**src/rtl/disp_pkg.sv**
```systemverilog
// disp_pkg: shared FSM state encoding and 7-segment patterns for the display scan controller
package disp_pkg;
   typedef enum logic [1:0] {OFF, GAP, SHOW} state_t;
   localparam logic [6:0] SEG_BLANK = 7'b0000000;
   localparam logic [6:0] SEG_DASH  = 7'b1000000;
   localparam logic [9:0][6:0] SEG_TABLE = {
      7'b1101111, 7'b1111111, 7'b0000111, 7'b1111101, 7'b1101101,
      7'b1100110, 7'b1001111, 7'b1011011, 7'b0000110, 7'b0111111
   };
endpackage

```
**src/rtl/bcd7seg.sv**
```systemverilog
// bcd7seg: combinational BCD to 7-segment decoder, non-decimal codes show a dash
import disp_pkg::*;
module bcd7seg (
   input  logic [3:0] bcd,
   output logic [6:0] seg
);
   // table lookup for 0-9, dash for 10-15
   always_comb seg = (bcd > 4'd9) ? SEG_DASH : SEG_TABLE[bcd];
endmodule

```
**src/rtl/disp_scan_ctrl.sv**
```systemverilog
// disp_scan_ctrl: multiplexed 7-segment scan with blanking gaps and per-frame digit snapshot; DISP_SCAN_LZB_EN adds leading-zero blanking
import disp_pkg::*;
module disp_scan_ctrl #(
   parameter int DIGITS   = 2,
   parameter int SHOW_CYC = 50000,
   parameter int GAP_CYC  = 500
) (
   input  logic                  clk,
   input  logic                  rst,
   input  logic                  en,
   input  logic [4*DIGITS-1:0]   digits,
   output logic [6:0]            seg,
   output logic [DIGITS-1:0]     dig_en,
   output logic                  frame_done
);
   localparam int CMAX = (SHOW_CYC > GAP_CYC) ? SHOW_CYC : GAP_CYC;
   localparam int CW   = (CMAX > 1) ? $clog2(CMAX) : 1;
   localparam int IW   = (DIGITS > 1) ? $clog2(DIGITS) : 1;
   state_t                state, state_nx;
   logic [IW-1:0]         idx, idx_nx;
   logic [CW-1:0]         cnt, cnt_nx;
   logic [4*DIGITS-1:0]   snap, snap_nx;
   logic [6:0]            seg_nx, dec_seg;
   logic [DIGITS-1:0]     dig_en_nx;
   logic                  fd_nx, blank;
   logic [3:0]            nib;
   // decoder source: digit 0 is taken from the input as it is being captured, others from the snapshot
   always_comb begin
      nib = digits[3:0];
      for (int i = 1; i < DIGITS; i++) if (idx == IW'(i)) nib = snap[4*i +: 4];
   end
`ifdef DISP_SCAN_LZB_EN
   // a non-zero digit blanks when it and all more-significant snapshot digits are zero
   always_comb begin
      blank = (idx != '0);
      for (int i = 1; i < DIGITS; i++) if (i >= int'(idx) && snap[4*i +: 4] != 4'd0) blank = 1'b0;
   end
`else
   // every digit shows its decoded value
   always_comb blank = 1'b0;
`endif
   bcd7seg u_dec (.bcd(nib), .seg(dec_seg));
   // next state, counters, snapshot and next registered outputs
   always_comb begin
      state_nx  = state;
      idx_nx    = idx;
      cnt_nx    = cnt + 1'b1;
      snap_nx   = snap;
      seg_nx    = seg;
      dig_en_nx = dig_en;
      fd_nx     = 1'b0;
      if (!en) begin
         state_nx  = OFF;
         idx_nx    = '0;
         cnt_nx    = '0;
         seg_nx    = SEG_BLANK;
         dig_en_nx = '0;
      end else begin
         case (state)
            OFF: begin
               state_nx = GAP;
               idx_nx   = '0;
               cnt_nx   = '0;
            end
            GAP: if (cnt == CW'(GAP_CYC - 1)) begin
               state_nx  = SHOW;
               cnt_nx    = '0;
               seg_nx    = blank ? SEG_BLANK : dec_seg;
               dig_en_nx = DIGITS'(1) << idx;
               fd_nx     = (idx == '0);
               snap_nx   = (idx == '0) ? digits : snap;
            end
            SHOW: if (cnt == CW'(SHOW_CYC - 1)) begin
               state_nx  = GAP;
               cnt_nx    = '0;
               idx_nx    = (idx == IW'(DIGITS - 1)) ? '0 : idx + 1'b1;
               seg_nx    = SEG_BLANK;
               dig_en_nx = '0;
            end
            default: begin
               state_nx  = OFF;
               cnt_nx    = '0;
               seg_nx    = SEG_BLANK;
               dig_en_nx = '0;
            end
         endcase
      end
   end
   // state and output registers, cleared asynchronously
   always_ff @(posedge clk or posedge rst) begin
      if (rst) begin
         state      <= OFF;
         idx        <= '0;
         cnt        <= '0;
         snap       <= '0;
         seg        <= SEG_BLANK;
         dig_en     <= '0;
         frame_done <= 1'b0;
      end else begin
         state      <= state_nx;
         idx        <= idx_nx;
         cnt        <= cnt_nx;
         snap       <= snap_nx;
         seg        <= seg_nx;
         dig_en     <= dig_en_nx;
         frame_done <= fd_nx;
      end
   end
endmodule

```
**config.mk**
```make
export PLATFORM = sky130hd
export DESIGN_NAME = disp_scan_ctrl
export DESIGN_NICKNAME = d
export VERILOG_FILES = /design/src/rtl/disp_pkg.sv /design/src/rtl/bcd7seg.sv /design/src/rtl/disp_scan_ctrl.sv
export SDC_FILE = /design/constraint.sdc
export NUM_CORES = 1
export LEC_CHECK = 0
export BUFFER_PORTS_ARGS = -buffer_cell sky130_fd_sc_hd__buf_2
export CAP_MARGIN = 20
export CORE_MARGIN = 5
export CORE_UTILIZATION = 55
export DETAILED_ROUTE_END_ITERATION = 6
export GPL_TIMING_DRIVEN = 0
export PLACE_DENSITY = 0.75
export SYNTH_ARGS = -nofsm -noshare
export SYNTH_HDL_FRONTEND = slang
export SYNTH_HIERARCHICAL = 1
export SYNTH_SLANG_ARGS = --single-unit
```
**constraint.sdc**
```tcl
create_clock -name clk -period 2.74 [get_ports clk]
set_input_delay 0 -clock clk [delete_from_list [all_inputs] [get_ports clk]]
set_output_delay 0 -clock clk [all_outputs]
set_load 0.01 [all_outputs]
```
==> metrics.csv, run 1 <==
metric;value;unit
RR Startpoint;cnt[0]$_DFF_PP0_;
synth warn;6;
# setup viols final;0;
NumNets Final;250;
commonest non-fill, non-tap cell in the layout;dfrtp_1;
FF-to-FF End;snap[5]$_DFFE_PP0P_;
via-per-instance ratio;5.49;
period utilization;88.3;%
die span in y;69.5;um
Worst Hold Depth;5;
largest family of logic cells by synthesized area;simple AND/OR/NAND/NOR gates;
die width;69.5;um
Initial Utilization;57.4;%
first-pass GRT wire length;6690;um
max cap viols;0;
Fillers;276;
Core Region;3390;um^2
Compound-Gate Fraction of Synth Area;16.1;%
CTS Buffer Depth;2;
Hold Path End;seg[4]$_DFFE_PP0P_;
clk root buf;clkbuf_4;
IO Count;21;
total wire length;3790;um
layout cell share with drive strength beyond 1;23.4;%
FF-to-FF path depth;5;
port bufs;20;
number of flops mapped to enable cells by yosys;0;
skew final;5.44;ps
slew margin rel.;57.0;%
vias in the first global route;1546;
DRC errors left;0;
crit path kind;flop to flop;
GRT Util Overall;17.1;%
Leakage Power;0.994;nW
R2R Setup Slk;320;ps
CTS H-Tree Depth;2;
Post-Synth Adder-Cell Area;5.79;%
RSZ-0062 raised after global routing;false;
mux cell area share after synthesis;5.14;%
synth unique cells;40;
Synth Area in Simple Gates;18.6;%
Final Hold Fails;0;
crit-path max FO;4;
hold_ws;201;ps
worst-margin pin slew;644;ps
antenna violations before repair;0;
hold wc startpoint;digits[3];
Top FF cell, synth;dfrtp_1;
Startpoint Class;flop;
Syn Area/Cell;9.93;um^2
Hold WC Path Type;input pin to flop;
die area;4830;um^2
DP Cell Count;263;
DR vias;1522;
Tmin final;2420;ps
f_max;413;MHz
synthesized cell area;1950;um^2
cells after synthesis;196;
post-cts resize count;0;
1st-iter DRT viols;38;
Slew Limit Fails;0;
xor and xnor fraction of the mapped netlist area;4.95;%
GPL Wtd Cong;0.824;
status;completed;
DR pass1 iterations;4;
Arrival @ worst endpoint;2650;ps
TritonCTS buffer count;5;
Clock Latency Late Sink;340;ps
TNS Setup;0;ps
PwrDens;401;nW/um^2
gr ovfl total;0;
ant diodes;0;
CTS tree;done;
# rows;21;
clock sinks;33;
CTS clk-pin slew, worst paths;100;ps
Post-CTS Setup Inserts;0;
Routed Antenna Nets;0;
Post-Syn Nets;216;
register area share after synthesis;42.4;%
Yosys reg bits;33;
critical path required time;2970;ps
Final Instance Count excl. Fillers;277;
drt wl/cell;13.7;um
ys async rst share;100;%
most frequent cells in the layout;dfrtp_1 (33), inv_1 (28), buf_2 (20);
Overall Power;0.000898;W
final HPWL from detailed placement;2890;um
largest net degree at the start of global routing;20;
Peak supply drop;0.000343;V
area grow syn2layout;15.2;%
Worst setup EP type;flop;
CTS Hold Bufs;6;
[per-stage QoR]
stage	instance area (um^2)	utilization, %	worst slack [ps]
floorplan	1950	-	493
global placement	2100	62.1	369
detailed placement	2130	62.9	306
CTS	2240	66.1	292
global route	2240	66.1	106
finish	2240	66.1	320
[critical path: stages, from the launching register on]
cell	delay (ps)
dfrtp_1	390
ha_1	230
nor4bb_1	540
nand4_1	240
nor3_1	510
mux2_2	400
[worst max-delay path by stage]
stage / startpoint / end
5_1_grt: cnt[0]$_DFF_PP0_ / snap[5]$_DFFE_PP0P_
3_5_place_dp: cnt[0]$_DFF_PP0_ / snap[5]$_DFFE_PP0P_
2_1_floorplan: cnt[12]$_DFF_PP0_ / dig_en[0]$_DFFE_PP0P_
3_3_place_gp: cnt[0]$_DFF_PP0_ / snap[4]$_DFFE_PP0P_
4_1_cts: cnt[0]$_DFF_PP0_ / snap[5]$_DFFE_PP0P_
6_report: cnt[0]$_DFF_PP0_ / snap[5]$_DFFE_PP0P_
[cells in the mapped netlist, types with 2 or more instances]
cell,count,area share [%]
inv_1,28,5.4
or4_4,2,1.2
nor4_1,5,1.6
mux2_2,8,4.6
nor3_1,6,1.5
nand4_1,6,1.9
buf_6,2,1.2
xor2_1,3,1.4
nor2_1,16,3.1
clkbuf_1,2,0.39
and4_1,2,0.90
nand3_1,6,1.5
ha_1,9,5.8
dfrtp_1,33,42
a21oi_1,9,2.3
o21ai_0,5,1.3
nand2_1,13,2.5
o22ai_2,9,5.8
or3_1,3,0.96
and3_1,2,0.64
xnor2_1,8,3.6
[power breakdown]
| group | switching (W) | internal [W] | leakage, nW |
|---|---|---|---|
| Clock | 0.000167 | 0.0000976 | 0.0320 |
| Sequential | 0.00000481 | 0.000492 | 0.460 |
| Combinational | 0.0000814 | 0.0000557 | 0.502 |
[registers in the layout, indices dropped and copies added (netlist names)]
signal,cells
cnt,16
seg,7
snap,4
dig_en,2
state,2
frame_done,1
idx,1
[layer usage]
metal | global-route usage, % | wire length [um] | up-vias
li1 | - | - | 751
met1 | 19.8 | 1600 | 735
met2 | 29.8 | 1990 | 30
met3 | 4.49 | 143 | 6
met4 | 6.72 | 62 | 0
met5 | 0 | 0 | -
[area by class of cell]
cell class / count / area (um^2) / area share (%)
Multi-Input combinational cell: 131 / 985 / 43.9
Sequential cell: 33 / 826 / 36.8
Timing Repair Buffer: 27 / 188 / 8.37
Inverter: 28 / 105 / 4.69
Tap cell: 46 / 57.6 / 2.57
Clock buffer: 6 / 41.3 / 1.84
Buffer: 4 / 30.0 / 1.34
Clock inverter: 2 / 10.0 / 0.446
[cells by family after synthesis]
group,after synthesis
AO/OA/AOI/OAI,35
XOR/XNOR,11
adder cells (fa/ha/maj),9
buffers and inverters,32
flip-flops,33
multiplexers,9
AND/OR/NAND/NOR,67
No activity file was read; power rests on OpenSTA's default activity.
==> run 2, diff against run 1 <==
--- a/config.mk
+++ b/config.mk
@@ -7,11 +7,13 @@
 export LEC_CHECK = 0
 export BUFFER_PORTS_ARGS = -buffer_cell sky130_fd_sc_hd__buf_2
 export CAP_MARGIN = 20
+export CELL_PAD_IN_SITES_DETAIL_PLACEMENT = 2
+export CELL_PAD_IN_SITES_GLOBAL_PLACEMENT = 2
 export CORE_MARGIN = 5
-export CORE_UTILIZATION = 55
+export CORE_UTILIZATION = 37
 export DETAILED_ROUTE_END_ITERATION = 6
 export GPL_TIMING_DRIVEN = 0
-export PLACE_DENSITY = 0.75
+export PLACE_DENSITY_LB_ADDON = 0.1
 export SYNTH_ARGS = -nofsm -noshare
 export SYNTH_HDL_FRONTEND = slang
 export SYNTH_HIERARCHICAL = 1
==> metrics.csv, run 2 (same netlist as run 1, synthesis figures left out) <==
metric;value;unit
critical path required time;2890;ps
final core utilization;45.0;%
Routed Antenna Nets;0;
Final Hold Fails;0;
Switching Fraction;27.7;%
Top Family by Delay on Critical Path;simple AND/OR/NAND/NOR gates;
gr ovfl total;0;
layout cell share with drive strength beyond 1;23.9;%
period utilization;88.7;%
CTS tree;done;
crit-path max cell delay;580;ps
# setup viols final;0;
CP bufs+invs;1;
Arrival @ worst endpoint;2580;ps
M3 GR Usage;3.25;%
crit path kind;flop to flop;
max reg flops;16;
GR peak layer;met2;
crit-path cells;ha_1 -> nor4bb_1 -> a41o_1 -> a21o_1 -> clkbuf_1 -> nor2_1;
Core Region;5110;um^2
Most flops, register;cnt;
commonest non-fill, non-tap cell in the layout;dfrtp_1;
max cap viols;0;
port bufs;20;
Tmin final;2430;ps
met1 usage;21.9;%
Peak supply drop;0.000302;V
Leakage Power;1.00;nW
Clock Power Share;35.9;%
die area;6810;um^2
crit-path max FO;10;
M2 GR Usage;30.8;%
die span in y;82.5;um
TritonCTS buffer count;5;
CTS H-Tree Depth;2;
CTS Buffer Depth;2;
slew margin rel.;54.6;%
Hold WC Path Type;input pin to flop;
# rows;26;
CP max stage cell;nor4bb_1;
Top Registers;cnt (16), seg (7), snap (4);
Fillers;562;
total wire length;4940;um
GRT Util Overall;17.3;%
Post-CTS Setup Inserts;0;
sequential share of power;49.6;%
status;completed;
DRC errors left;0;
skew final;4.68;ps
most frequent cells in the layout;dfrtp_1 (33), inv_1 (28), buf_2 (20);
Internal Power;0.000723;W
RSZ-0062 raised after global routing;false;
DR vias;1549;
area grow syn2layout;18.1;%
Combinational Power Share;14.5;%
drt wl/cell;16.5;um
die width;82.5;um
Slew Limit Fails;0;
Worst setup EP type;flop;
Clock Latency Late Sink;280;ps
f_max;411;MHz
Startpoint Class;flop;
Initial Utilization;38.1;%
1st-iter DRT viols;51;
largest net degree at the start of global routing;21;
final HPWL from detailed placement;3800;um
worst-margin pin slew;681;ps
GPL Wtd Cong;0.790;
CTS clk-pin slew, worst paths;70;ps
PwrDens;435;nW/um^2
vias in the first global route;1753;
net switching power;0.000277;W
IO Count;21;
TNS Setup;0;ps
DR pass1 iterations;4;
clock sinks;33;
via-per-instance ratio;5.16;
first-pass GRT wire length;8870;um
clk root buf;clkbuf_8;
ant diodes;0;
antenna violations before repair;0;
NumNets Final;249;
run 2: cell types whose count changed in the layout (fill, tap and decap cells not counted):
cell / previous run / this run
clkbuf_4: 5 / 0
clkbuf_8: 0 / 5
dlygate4sd3_1: 6 / 5
nor3_1: 6 / 5
nor3_2: 0 / 1
run 2: cell type report:
type / count / area (um^2) / area share, %
plain buffers: 4 / 30.0 / 1.31
clock buffers: 6 / 72.6 / 3.16
clock inverters: 2 / 10.0 / 0.435
inverters: 28 / 105 / 4.57
multi-input cells: 131 / 990 / 43.1
flip-flops and latches: 33 / 826 / 35.9
well taps: 70 / 87.6 / 3.81
repair buffers: 26 / 178 / 7.73
run 2: worst register-to-register path, delay by kind of cell, from the launching register on:
family                     cells  cell delay, ps
buffers and inverters          1             410
and+or+nand+nor                2             700
AOI/OAI and AO/OA              2             580
DFF                            1             380
adders and majority gates      1             250
run 2: timing repair:
item / in CTS / in global routing
gates resized for setup: 0 / 1
setup endpoints to repair: 0 / 4
endpoints found under the hold margin: 17 / 0
hold buffers: 5 / 0
run 2: final timing paths:
| kind | start | end | slack, ps | cells after the start |
|---|---|---|---|---|
| max in group asynchronous | rst | cnt[15]$_DFF_PP0_ | 1820 | 4 |
| min in group asynchronous | rst | seg[4]$_DFFE_PP0P_ | 380 | 3 |
| min reg2reg | cnt[0]$_DFF_PP0_ | cnt[0]$_DFF_PP0_ | 480 | 1 |
| max | cnt[0]$_DFF_PP0_ | cnt[7]$_DFF_PP0_ | 310 | 6 |
| min | en | idx$_DFFE_PP0P_ | 30 | 2 |
| max reg2reg | cnt[0]$_DFF_PP0_ | cnt[7]$_DFF_PP0_ | 310 | 6 |
run 2: metal layers:
metal / vias up / share of wire (%) / wire [um]
met2: 17 / 52 / 2560
met4: 0 / 0.47 / 23
li1: 751 / - / -
met5: - / 0 / 0
met3: 2 / 2.6 / 130
met1: 779 / 45 / 2230
run 2: through the flow:
stage | instances | instance area (um^2) | hold WS [ps] | setup WS, ps | power [W]
6_report | 300 | 2300 | 27.7 | 309 | 0.00100
3_3_place_gp | 286 | 2130 | 233 | 250 | 0.000633
2_1_floorplan | 196 | 1950 | 122 | 493 | 0.000602
5_1_grt | 300 | 2300 | 23.7 | 37.5 | 0.00106
3_5_place_dp | 287 | 2160 | 140 | 154 | 0.000647
4_1_cts | 300 | 2290 | 17.8 | 135 | 0.00102
run 2: power groups by stage:
stage	Clock (W)	Combinational [W]	Sequential, W
floorplan	0	0.0000970	0.000505
global placement	0	0.000127	0.000505
detailed placement	0	0.000140	0.000506
CTS	0.000374	0.000147	0.000496
global route	0.000395	0.000165	0.000497
finish	0.000359	0.000145	0.000496
==> run 3, diff against run 2 <==
--- a/config.mk
+++ b/config.mk
@@ -9,7 +9,6 @@
 export CAP_MARGIN = 20
 export CELL_PAD_IN_SITES_DETAIL_PLACEMENT = 2
 export CELL_PAD_IN_SITES_GLOBAL_PLACEMENT = 2
-export CORE_MARGIN = 5
 export CORE_UTILIZATION = 37
 export DETAILED_ROUTE_END_ITERATION = 6
 export GPL_TIMING_DRIVEN = 0
==> metrics.csv, run 3 (same netlist as run 1, synthesis figures left out) <==
metric;value;unit
status;completed;
# rows;26;
CTS clk-pin slew, worst paths;60;ps
crit-path cells;ha_1 -> nor4bb_1 -> a41o_1 -> a21o_1 -> clkbuf_1 -> nor2_1;
crit-path max cell delay;650;ps
CTS H-Tree Depth;2;
# setup viols final;0;
CTS tree;done;
area grow syn2layout;18.3;%
Startpoint Class;flop;
gr ovfl total;0;
antenna violations before repair;0;
Worst setup EP type;flop;
Peak supply drop;0.000235;V
Leakage Power;1.00;nW
TritonCTS buffer count;5;
f_max;394;MHz
DR vias;1592;
Initial Utilization;38.3;%
Routed Antenna Nets;0;
die width;74.5;um
DRC errors left;0;
CP max stage cell;nor4bb_1;
Final Hold Fails;0;
max reg flops;16;
R2R Setup Slk;200;ps
CP bufs+invs;1;
slew margin rel.;49.6;%
drt wl/cell;17.3;um
clk root buf;clkbuf_8;
FF-to-FF End;cnt[14]$_DFF_PP0_;
GPL Wtd Cong;0.809;
crit-path max FO;10;
Hold Path End;idx$_DFFE_PP0P_;
die area;5550;um^2
max cap viols;0;
Slew Limit Fails;0;
crit path kind;flop to flop;
via-per-instance ratio;5.32;
area occupied by registers;826;um^2
area of the multi-input gates;990;um^2
Most flops, register;cnt;
Arrival @ worst endpoint;2690;ps
NumNets Final;249;
RR Startpoint;cnt[0]$_DFF_PP0_;
Tmin final;2540;ps
TNS Setup;0;ps
FF-to-FF path depth;6;
Worst Hold Depth;2;
GRT Util Overall;21.3;%
Hold WC Path Type;input pin to flop;
ant diodes;0;
Core Region;5070;um^2
commonest non-fill, non-tap cell in the layout;dfrtp_1;
Top Family by Delay on Critical Path;simple AND/OR/NAND/NOR gates;
Clock Latency Late Sink;280;ps
CTS Buffer Depth;2;
DR pass1 iterations;4;
most frequent cells in the layout;dfrtp_1 (33), inv_1 (28), buf_2 (20);
worst-margin pin slew;749;ps
port bufs;20;
period utilization;92.6;%
Post-CTS Setup Inserts;0;
first-pass GRT wire length;8630;um
vias in the first global route;1814;
die span in y;74.5;um
layout cell share with drive strength beyond 1;23.6;%
largest net degree at the start of global routing;18;
pre-CTS WS;13.1;ps
PwrDens;439;nW/um^2
final setup margin;204;ps
final HPWL from detailed placement;4070;um
critical path required time;2890;ps
RSZ-0062 raised after global routing;false;
total wire length;5190;um
IO Count;21;
Fillers;559;
1st-iter DRT viols;36;
clock sinks;33;
hold wc startpoint;en;
Top Registers;cnt (16), seg (7), snap (4);
skew final;2.65;ps
-- run 3: cell types whose count changed in the layout (fill, tap and decap cells not counted), sizes merged --
| cell | change |
|---|---|
| clkbuf | +1 |
| clkinv | -2 |
-- run 3: worst max path at each step --
stage,depth (start not counted),start,end
after floorplan,4,cnt[12]$_DFF_PP0_,dig_en[0]$_DFFE_PP0P_
after global placement,5,cnt[0]$_DFF_PP0_,snap[4]$_DFFE_PP0P_
after detailed placement,5,cnt[0]$_DFF_PP0_,snap[5]$_DFFE_PP0P_
after CTS,5,cnt[0]$_DFF_PP0_,snap[5]$_DFFE_PP0P_
after global routing,6,cnt[0]$_DFF_PP0_,cnt[14]$_DFF_PP0_
final,6,cnt[0]$_DFF_PP0_,cnt[14]$_DFF_PP0_
-- run 3: area by class of cell --
type / count / area share [%]
timing repair buffer: 26 / 7.72
multi-input combinational: 131 / 43.0
clock buffer: 7 / 3.75
sequential: 33 / 35.9
buffer: 4 / 1.30
inverter: 28 / 4.57
tap: 70 / 3.80
-- run 3: through the flow --
step                hold WS [ps]  area (um^2)  utilization (%)  total power [W]  cells
finish                      27.4         2300             45.4          0.00101    299
global route                38.4         2300             45.4          0.00105    299
CTS                         24.8         2300             45.4          0.00103    299
detailed placement           167         2160             42.6         0.000646    287
global placement             235         2130             42.0         0.000632    286
floorplan                    122         1950                -         0.000602    196
-- run 3: report_power, final --
part	total [W]	internal [W]	switching, W
logic	0.000144	0.0000555	0.0000881
registers	0.000497	0.000492	0.00000449
clock network	0.000370	0.000199	0.000171
-- run 3: layer usage --
metal  track usage [%]  share of wire [%]
met4              9.01                1.9
met1              24.5                 42
met5                 0                  0
met3              4.20                2.4
met2              38.3                 54
-- run 3: timing repair --
item                       4_1_cts  5_1_grt
hold endpoints to repair        20        0
resized for setup                1        0
setup endpoints to repair        4        0
hold buffers                     5        0
-- run 3: worst reg2reg max path: stages (launching register included) --
cell and delay [ps]:
dfrtp_1 390, ha_1 260, nor4bb_1 650, a41o_1 300
a21o_1 290, clkbuf_1 400, nor2_1 120
